File: config.mk
export PLATFORM = sky130hd
export DESIGN_NAME = mem_load_unit
export DESIGN_NICKNAME = d
export VERILOG_FILES = /design/src/rtl/mem_load_unit_pkg.sv /design/src/rtl/mem_load_unit_ld_extract.sv /design/src/rtl/mem_load_unit.sv
export SDC_FILE = /design/constraint.sdc
export NUM_CORES = 1
export LEC_CHECK = 0
export ABC_CLOCK_PERIOD_IN_PS = 13200
export CAP_MARGIN = 20
export CORE_MARGIN = 1.5
export CORE_UTILIZATION = 25
export CTS_CLUSTER_SIZE = 12
export DETAILED_ROUTE_END_ITERATION = 7
export HOLD_SLACK_MARGIN = 0.06
export PLACE_DENSITY = 0.45
export SLEW_MARGIN = 20
export SYNTH_ARGS = -nofsm -noshare
export SYNTH_HDL_FRONTEND = slang
export SYNTH_HIERARCHICAL = 1
export SYNTH_SLANG_ARGS = --single-unit
File: constraint.sdc
create_clock -name i_clk -period 13.2 [get_ports i_clk]
set_input_delay 1.98 -clock i_clk [delete_from_list [all_inputs] [get_ports i_clk]]
set_output_delay 1.98 -clock i_clk [all_outputs]
set_load 0.02 [all_outputs]
File: src/rtl/mem_load_unit_pkg.sv
// mem_load_unit_pkg: load-size and load-FSM encodings shared by the MEM and WB stages.
package mem_load_unit_pkg;
  typedef enum logic [1:0] {LD_B = 2'd0, LD_H = 2'd1, LD_W = 2'd2, LD_D = 2'd3} ld_size_e;
  typedef logic [2:0] ld_state_e;
  localparam ld_state_e ST_IDLE  = 3'd0;
  localparam ld_state_e ST_REQ   = 3'd1;
  localparam ld_state_e ST_WAIT  = 3'd2;
  localparam ld_state_e ST_DRAIN = 3'd3;
  localparam ld_state_e ST_DONE  = 3'd4;
endpackage

File: src/rtl/mem_load_unit_ld_extract.sv
// ld_extract: selects the addressed lane of a 64-bit read and sign/zero-extends it.
module ld_extract
  import mem_load_unit_pkg::*;
(
  input  logic     [63:0] i_rdata,
  input  logic     [2:0]  i_off,
  input  ld_size_e        i_size,
  input  logic            i_unsigned,
  output logic     [63:0] o_data
);
  logic [2:0]  w_lane;
  logic [63:0] w_sh;
  // Low offset bits below the access size are dropped: lanes are always naturally aligned.
  assign w_lane = (i_size == LD_B) ? i_off :
                  (i_size == LD_H) ? {i_off[2:1], 1'b0} :
                  (i_size == LD_W) ? {i_off[2], 2'b00} : 3'b000;
  assign w_sh = i_rdata >> {w_lane, 3'b000};
  always_comb begin
    o_data = (i_size == LD_B) ? {{56{~i_unsigned & w_sh[7]}}, w_sh[7:0]} :
             (i_size == LD_H) ? {{48{~i_unsigned & w_sh[15]}}, w_sh[15:0]} :
             (i_size == LD_W) ? {{32{~i_unsigned & w_sh[31]}}, w_sh[31:0]} : w_sh;
  end
endmodule

File: src/rtl/mem_load_unit.sv
// mem_load_unit: MEM-stage load FSM issuing aligned 64-bit reads, with watchdog.
// Optional MEM_LOAD_MISALIGN_TRAP_EN turns misaligned H/W/D loads into a trap.
module mem_load_unit
  import mem_load_unit_pkg::*;
#(
  parameter int XLEN     = 64,
  parameter int MAX_WAIT = 255
) (
  input  logic            i_clk,
  input  logic            i_rst,
  input  logic            i_valid,
  input  logic [XLEN-1:0] i_addr,
  input  logic [1:0]      i_size,
  input  logic            i_unsigned,
  input  logic            i_stall,
  input  logic            i_flush,
  output logic            o_mem_req,
  output logic [XLEN-1:0] o_mem_addr,
  input  logic            i_mem_gnt,
  input  logic            i_mem_rvalid,
  input  logic [XLEN-1:0] i_mem_rdata,
  output logic [XLEN-1:0] o_rd_data,
  output logic            o_done,
  output logic            o_staller,
  output logic            o_misaligned,
  output logic            o_timeout
);
  localparam int CW = $clog2(MAX_WAIT + 2);
  ld_state_e       r_state;
  logic [XLEN-1:0] r_addr, r_data;
  ld_size_e        r_size;
  logic            r_uns, r_mis;
  logic [CW-1:0]   r_cnt;
  logic [XLEN-1:0] w_res;
  logic            w_mis, w_to, w_acc;

  ld_extract u_ext (
    .i_rdata   (i_mem_rdata),
    .i_off     (r_addr[2:0]),
    .i_size    (r_size),
    .i_unsigned(r_uns),
    .o_data    (w_res)
  );

`ifdef MEM_LOAD_MISALIGN_TRAP_EN
  assign w_mis = (i_size == LD_H && i_addr[0]) || (i_size == LD_W && i_addr[1:0] != 2'b00) ||
                 (i_size == LD_D && i_addr[2:0] != 3'b000);
`else
  assign w_mis = 1'b0;
`endif

  assign w_acc = r_state == ST_IDLE && i_valid && !i_flush;
  // Data arrival or a flush in the expiring cycle takes precedence over the watchdog.
  assign w_to = MAX_WAIT != 0 && r_cnt == CW'(MAX_WAIT) &&
                ((r_state == ST_WAIT && !i_mem_rvalid && !i_flush) || (r_state == ST_DRAIN && !i_mem_rvalid));

  assign o_mem_req    = r_state == ST_REQ;
  assign o_mem_addr   = {r_addr[XLEN-1:3], 3'b000};
  assign o_rd_data    = r_data;
  assign o_done       = r_state == ST_DONE;
  assign o_misaligned = r_mis;
  assign o_timeout    = w_to;
  assign o_staller    = w_acc || r_state == ST_REQ || r_state == ST_WAIT || r_state == ST_DRAIN;

  always_ff @(posedge i_clk or posedge i_rst) begin
    if (i_rst) begin
      r_state <= ST_IDLE;
      r_addr  <= '0;
      r_data  <= '0;
      r_size  <= LD_B;
      r_uns   <= 1'b0;
      r_mis   <= 1'b0;
      r_cnt   <= '0;
    end else begin
      r_cnt <= (MAX_WAIT != 0 && (r_state == ST_WAIT || r_state == ST_DRAIN)) ? r_cnt + 1'b1 : '0;
      case (r_state)
        ST_IDLE: if (w_acc) begin
          r_addr  <= i_addr;
          r_size  <= ld_size_e'(i_size);
          r_uns   <= i_unsigned;
          r_mis   <= w_mis;
          if (w_mis) r_data <= '0;
          r_state <= w_mis ? ST_DONE : ST_REQ;
        end
        ST_REQ: if (i_mem_gnt) r_state <= i_flush ? ST_DRAIN : ST_WAIT;
                else if (i_flush) r_state <= ST_IDLE;
        ST_WAIT: if (i_mem_rvalid) begin
          if (!i_flush) r_data <= w_res;
          r_state <= i_flush ? ST_IDLE : ST_DONE;
        end else if (i_flush) r_state <= ST_DRAIN;
        else if (w_to) r_state <= ST_IDLE;
        ST_DRAIN: if (i_mem_rvalid || w_to) r_state <= ST_IDLE;
        ST_DONE: if (!i_stall || i_flush) begin
          r_state <= ST_IDLE;
          r_mis   <= 1'b0;
        end
        default: r_state <= ST_IDLE;
      endcase
    end
  end
endmodule

Word level (Yosys, flattened, before mapping)
Index checks and enable logic that the tools add are counted.
{"block": "word_totals", "rom_bits": 0, "reg_bits": 144, "memories": 0, "out_inout_bits": 133, "mem_bits_rw": 0, "inputBits": 138, "latchBits": 0}
{"block": "op_classes", "n_mul": 0, "n_mux": 21, "shift": 1, "add_sub_neg": 1, "reduce_logical": 23, "div_mod_pow": 0, "n_bitwise": 5, "eq_ne": 12, "magnitude_cmp": 0}
{"cell": "$mux 64", "count": 3}
{"cell": "$shr 64x6->64", "count": 1}
{"cell": "$mux 3", "count": 12}
{"cell": "$pmux 3 s5", "count": 1}
{"cell": "$add 9x1->9 const B", "count": 1}
{"cell": "$eq 9x8->1 const B", "count": 1}
{"cell": "$mux 9", "count": 1}
{"cell": "$logic_or 1x1->1", "count": 7}
{"cell": "$eq 3x2->1 const B", "count": 2}
{"cell": "$logic_and 1x1->1", "count": 6}
{"cell": "$reduce_and 3->1", "count": 2}
{"cell": "$reduce_and 5->1", "count": 1}
{"cell": "$ne 2x1->1 const B", "count": 2}
{"cell": "$ne 4x4->1 const B", "count": 1}
{"cell": "$and 1x1->1", "count": 3}
{"cell": "$eq 3x1->1 const B", "count": 1}
{"cell": "$eq 3x3->1 const B", "count": 1}
{"cell": "$logic_not 1->1", "count": 3}
{"cell": "$logic_not 3->1", "count": 1}
{"cell": "$mux 1", "count": 3}
{"cell": "$ne 3x2->1 const B", "count": 1}
{"cell": "$eq 2x1->1 const B", "count": 1}
{"cell": "$eq 2x2->1 const B", "count": 1}
{"cell": "$logic_not 2->1", "count": 1}
{"cell": "5 further kinds", "count": 6}

Longest topological paths before layout
{"block": "logic_depth", "word_depth": 9, "mapped_depth": 10}

By module
The synthesis kept the hierarchy.
{"module": "mem_load_unit", "cells_each": 414, "instances": 1, "seq_area_each_um2": 3578.4, "area_each_um2": 6212.2}
{"module": "ld_extract", "cells_each": 335, "instances": 1, "seq_area_each_um2": 0.0, "area_each_um2": 2399.8}

Least setup slack after synthesis
No wires, ideal clock.
{"block": "synth_path", "path_kind": "input port to output port", "start": "input port i_flush", "end": "output port o_timeout", "path_slack_ps": 8334, "cell_stages": 2, "arrival_ps": 2886, "path_buffers": 0, "path_cell_list": "nor2b_1 > nor4b_1"}
{"block": "synth_between", "elab_chain_len": 4}
{"item": "start: declaration", "line_no": "mem_load_unit.sv:16", "text": "input logic i_flush,"}
{"item": "$logic_not 1->1"}
{"item": "$logic_and 1x1->1", "line_no": "mem_load_unit.sv:55", "text": "((r_state == ST_WAIT && !i_mem_rvalid && !i_flush) || (r_state == ST_DRAIN && !i_mem_rvalid));"}
{"item": "$logic_or 1x1->1", "line_no": "mem_load_unit.sv:55"}
{"item": "$logic_and 1x1->1", "line_no": "mem_load_unit.sv:54", "text": "assign w_to = MAX_WAIT != 0 && r_cnt == CW'(MAX_WAIT) &&"}
{"item": "end: declaration", "line_no": "mem_load_unit.sv:26", "text": "output logic o_timeout"}
No other way between the ends.

Worst setup path after layout
Ends and elaborated chain as after synthesis.

==> impl_metrics.ini <==
[status]
status = complete, no violations

[cts]
cts.sinks = 143
cts_resized = 0
ctsHoldBuffers = 0
cts_max_level = 4
path_clk_slew_ps = 70
cts.root.buffer_cell = clkbuf_16
numCtsBuffers = 17
clock_latency_ps = 440
tritoncts = built
cts.path.max_buffers = 2
cts_setup_buffers = 0

[timing]
max-slew-margin-rel_pct = 25.14
worst_pin_slew_ps = 1123
finalCriticalPeriod_ps = 5591
hold_viol_final = 0
min_period_over_period_pct = 42.36
whs_ps = 470.1
fin_skew_ps = 11.29
fmax_ghz = 0.1789
setup_viol = 0
rsz0062_at_grt = no
setup_tns_ps = 0
slew_violations = 0

[power_and_ir_drop]
total_power_mw = 3.015
cellPowerDensity_nw_per_um2 = 256.8
seqPwrFrac_pct = 25.4
p_sw_share_pct = 41.16
pwr-share-comb_pct = 57.6
power_frac_clock_pct = 17.0
leakage_nw = 4.849
switching_power_mw = 1.241
max-vdd-ir-drop_mv = 0.1040
internal_power_mw = 1.774

[worst_setup_path]
setup.worst_path.end_class = output pin
cp.arrival_ps = 3610
crit_type = in2out
crit_path_start_kind = input pin
cp.required_ps = 11220
crit_fanout = 5

[place]
hpwl_microns = 20160
gp_congestion = 0.8032
io_buffers = 266

[floorplanning]
initial_core_util_pct = 25.56
ioPinCount = 271
core_area_sq_um = 33700
die_x_microns = 188.6
placementRows = 67
die_area_sq_um = 35570
dieHeight_microns = 188.6

[synth]
ys_ff_latch = 143
netlist_area_sq_um = 8612
ys_seq_area_share_pct = 41.55
synth_edf_count = 0
ys_async_sr_fraction_pct = 100.0
yosys_most_used_dff = dfrtp_1
ys_types = 56
avgSynthCellArea_sq_um = 11.50
syn_inst = 749
yosys_warnings = 6

[layout]
layout.cells.most_common = clkdlybuf4s50_1
areaGrowthSynthToFinish_pct = 36.29
layout-drive-gt1-share_pct = 25.16
layout_common_cells = 266 x clkdlybuf4s50_1, 141 x dfrtp_1, 104 x mux2_2, 49 x mux2_4, 49 x a21oi_1
fin_util_pct = 34.83
finalNetCount = 1065

[detailed_routing]
routedWlPerCell_microns = 20.63
drc_errors = 0
drtPass1Iterations = 6
drtIter0Drc = 434
ant_nets = 0
vias = 6469
vias_per_cell = 4.654
wirelength_microns = 28680

[grt]
grt_pass1_vias = 6599
grtUsageTotal_pct = 16.23
grt.overflow.total = 0
grt_max_degree = 93
grt_pass1_wl_microns = 43290
antenna_found_initial = 5

[run]
cap_violations = 0

[min_path]
hp-class = reg2reg
-- flip-flops by register name (all words and copies together), names as in the netlist --
| register | flops |
|---|---|
| r_addr | 64 |
| r_size | 2 |
| r_uns | 1 |
| r_state | 3 |
| r_cnt | 9 |
| o_rd_data | 64 |
-- synthesized netlist by cell type, drive strengths merged, types with 2 or more instances --
master | n | area share [%]
nor2b | 16 | 1.2
a31oi | 4 | 0.29
buf | 107 | 9.2
nor3 | 3 | 0.23
ha | 2 | 0.29
nor4b | 2 | 0.38
dfrtp | 143 | 42
or3 | 4 | 0.29
o2bb2ai | 6 | 0.61
o2111ai | 2 | 0.20
and3 | 9 | 0.65
and2 | 2 | 0.15
nor4bb | 6 | 0.70
clkbuf | 17 | 0.74
xor2 | 4 | 0.41
a221o | 7 | 0.81
nand2 | 7 | 0.33
nor2 | 47 | 2.2
o32ai | 6 | 0.61
a221oi | 2 | 0.35
and3b | 3 | 0.31
or4 | 2 | 0.22
mux4 | 7 | 1.8
mux2 | 153 | 22
a222oi | 7 | 0.81
a21oi | 51 | 3.0
o21ai | 59 | 4.3
inv | 11 | 0.48
o22ai | 7 | 0.51
nand3 | 6 | 0.35
mux2i | 27 | 3.1
o211ai | 2 | 0.17
nand2b | 5 | 0.36
o221ai | 2 | 0.20
nor3b | 2 | 0.17
-- per-layer routing --
metal | vias to the layer above | routed length [microns] | GRT usage [%]
met5 | - | 13 | 0
met4 | 2 | 267 | 4.518
met3 | 14 | 1475 | 4.153
met2 | 172 | 14100 | 26.00
met1 | 3262 | 12820 | 21.55
li1 | 3019 | - | -
-- worst max-delay path, cell delays in order --
cell,delay (ps)
clkdlybuf4s50_1,470
nor2b_1,190
nor4b_1,310
clkdlybuf4s50_1,660
-- through the flow --
stage | instances | instance area [sq um] | worst slack [ps]
after floorplan | 752 | 8623 | 7382
after detailed placement | 1354 | 11120 | 7627
final | 1390 | 11740 | 7609
after global routing | 1389 | 11740 | 7539
after CTS | 1386 | 11730 | 7620
after global placement | 1354 | 11120 | 7620
-- final cells by class --
class / instances / area [sq um]
clock buffers: 23 / 478.0
fillers: 3409 / 21960
flip-flops and latches: 143 / 3581
repair buffers: 278 / 2753
clock inverters: 9 / 132.6
multi-input cells: 474 / 4177
inverters: 11 / 46.29
diodes: 4 / 10.01
well taps: 448 / 560.5
-- logic make-up (layout without fill, tap and decap cells) --
family,Yosys count,after routing,synth area share (%)
mux,187,187,27.11
compound gates,159,159,12.28
fa+ha+maj,2,2,0.2905
other cells,1,8,0.04354
simple gates,117,117,7.831
buf+inv,135,321,10.39
xor+xnor,5,5,0.5085
flops,143,143,41.55
-- power by group through the flow --
stage	clock network, mW	registers (mW)	logic (mW)
after floorplan	0	0.852	1.12
after global placement	0	0.772	1.74
after detailed placement	0	0.775	1.74
after CTS	0.534	0.771	1.75
after global routing	0.548	0.798	1.85
final	0.512	0.767	1.74
-- path summary, 6_finish.rpt --
| check | start | endpoint | slack, ps | cells past startpoint |
|---|---|---|---|---|
| min reg2reg | r_cnt[0] | r_cnt[0] | 470 | 1 |
| min in group asynchronous | i_rst | r_addr[27] | 2130 | 2 |
| max in group asynchronous | i_rst | r_size[1] | 9720 | 3 |
| max | i_flush | o_timeout | 7610 | 4 |
| min | r_cnt[0] | r_cnt[0] | 470 | 1 |
| max reg2reg | r_addr[0] | o_rd_data[18] | 9200 | 7 |
Power figures use the tool's default switching activity.
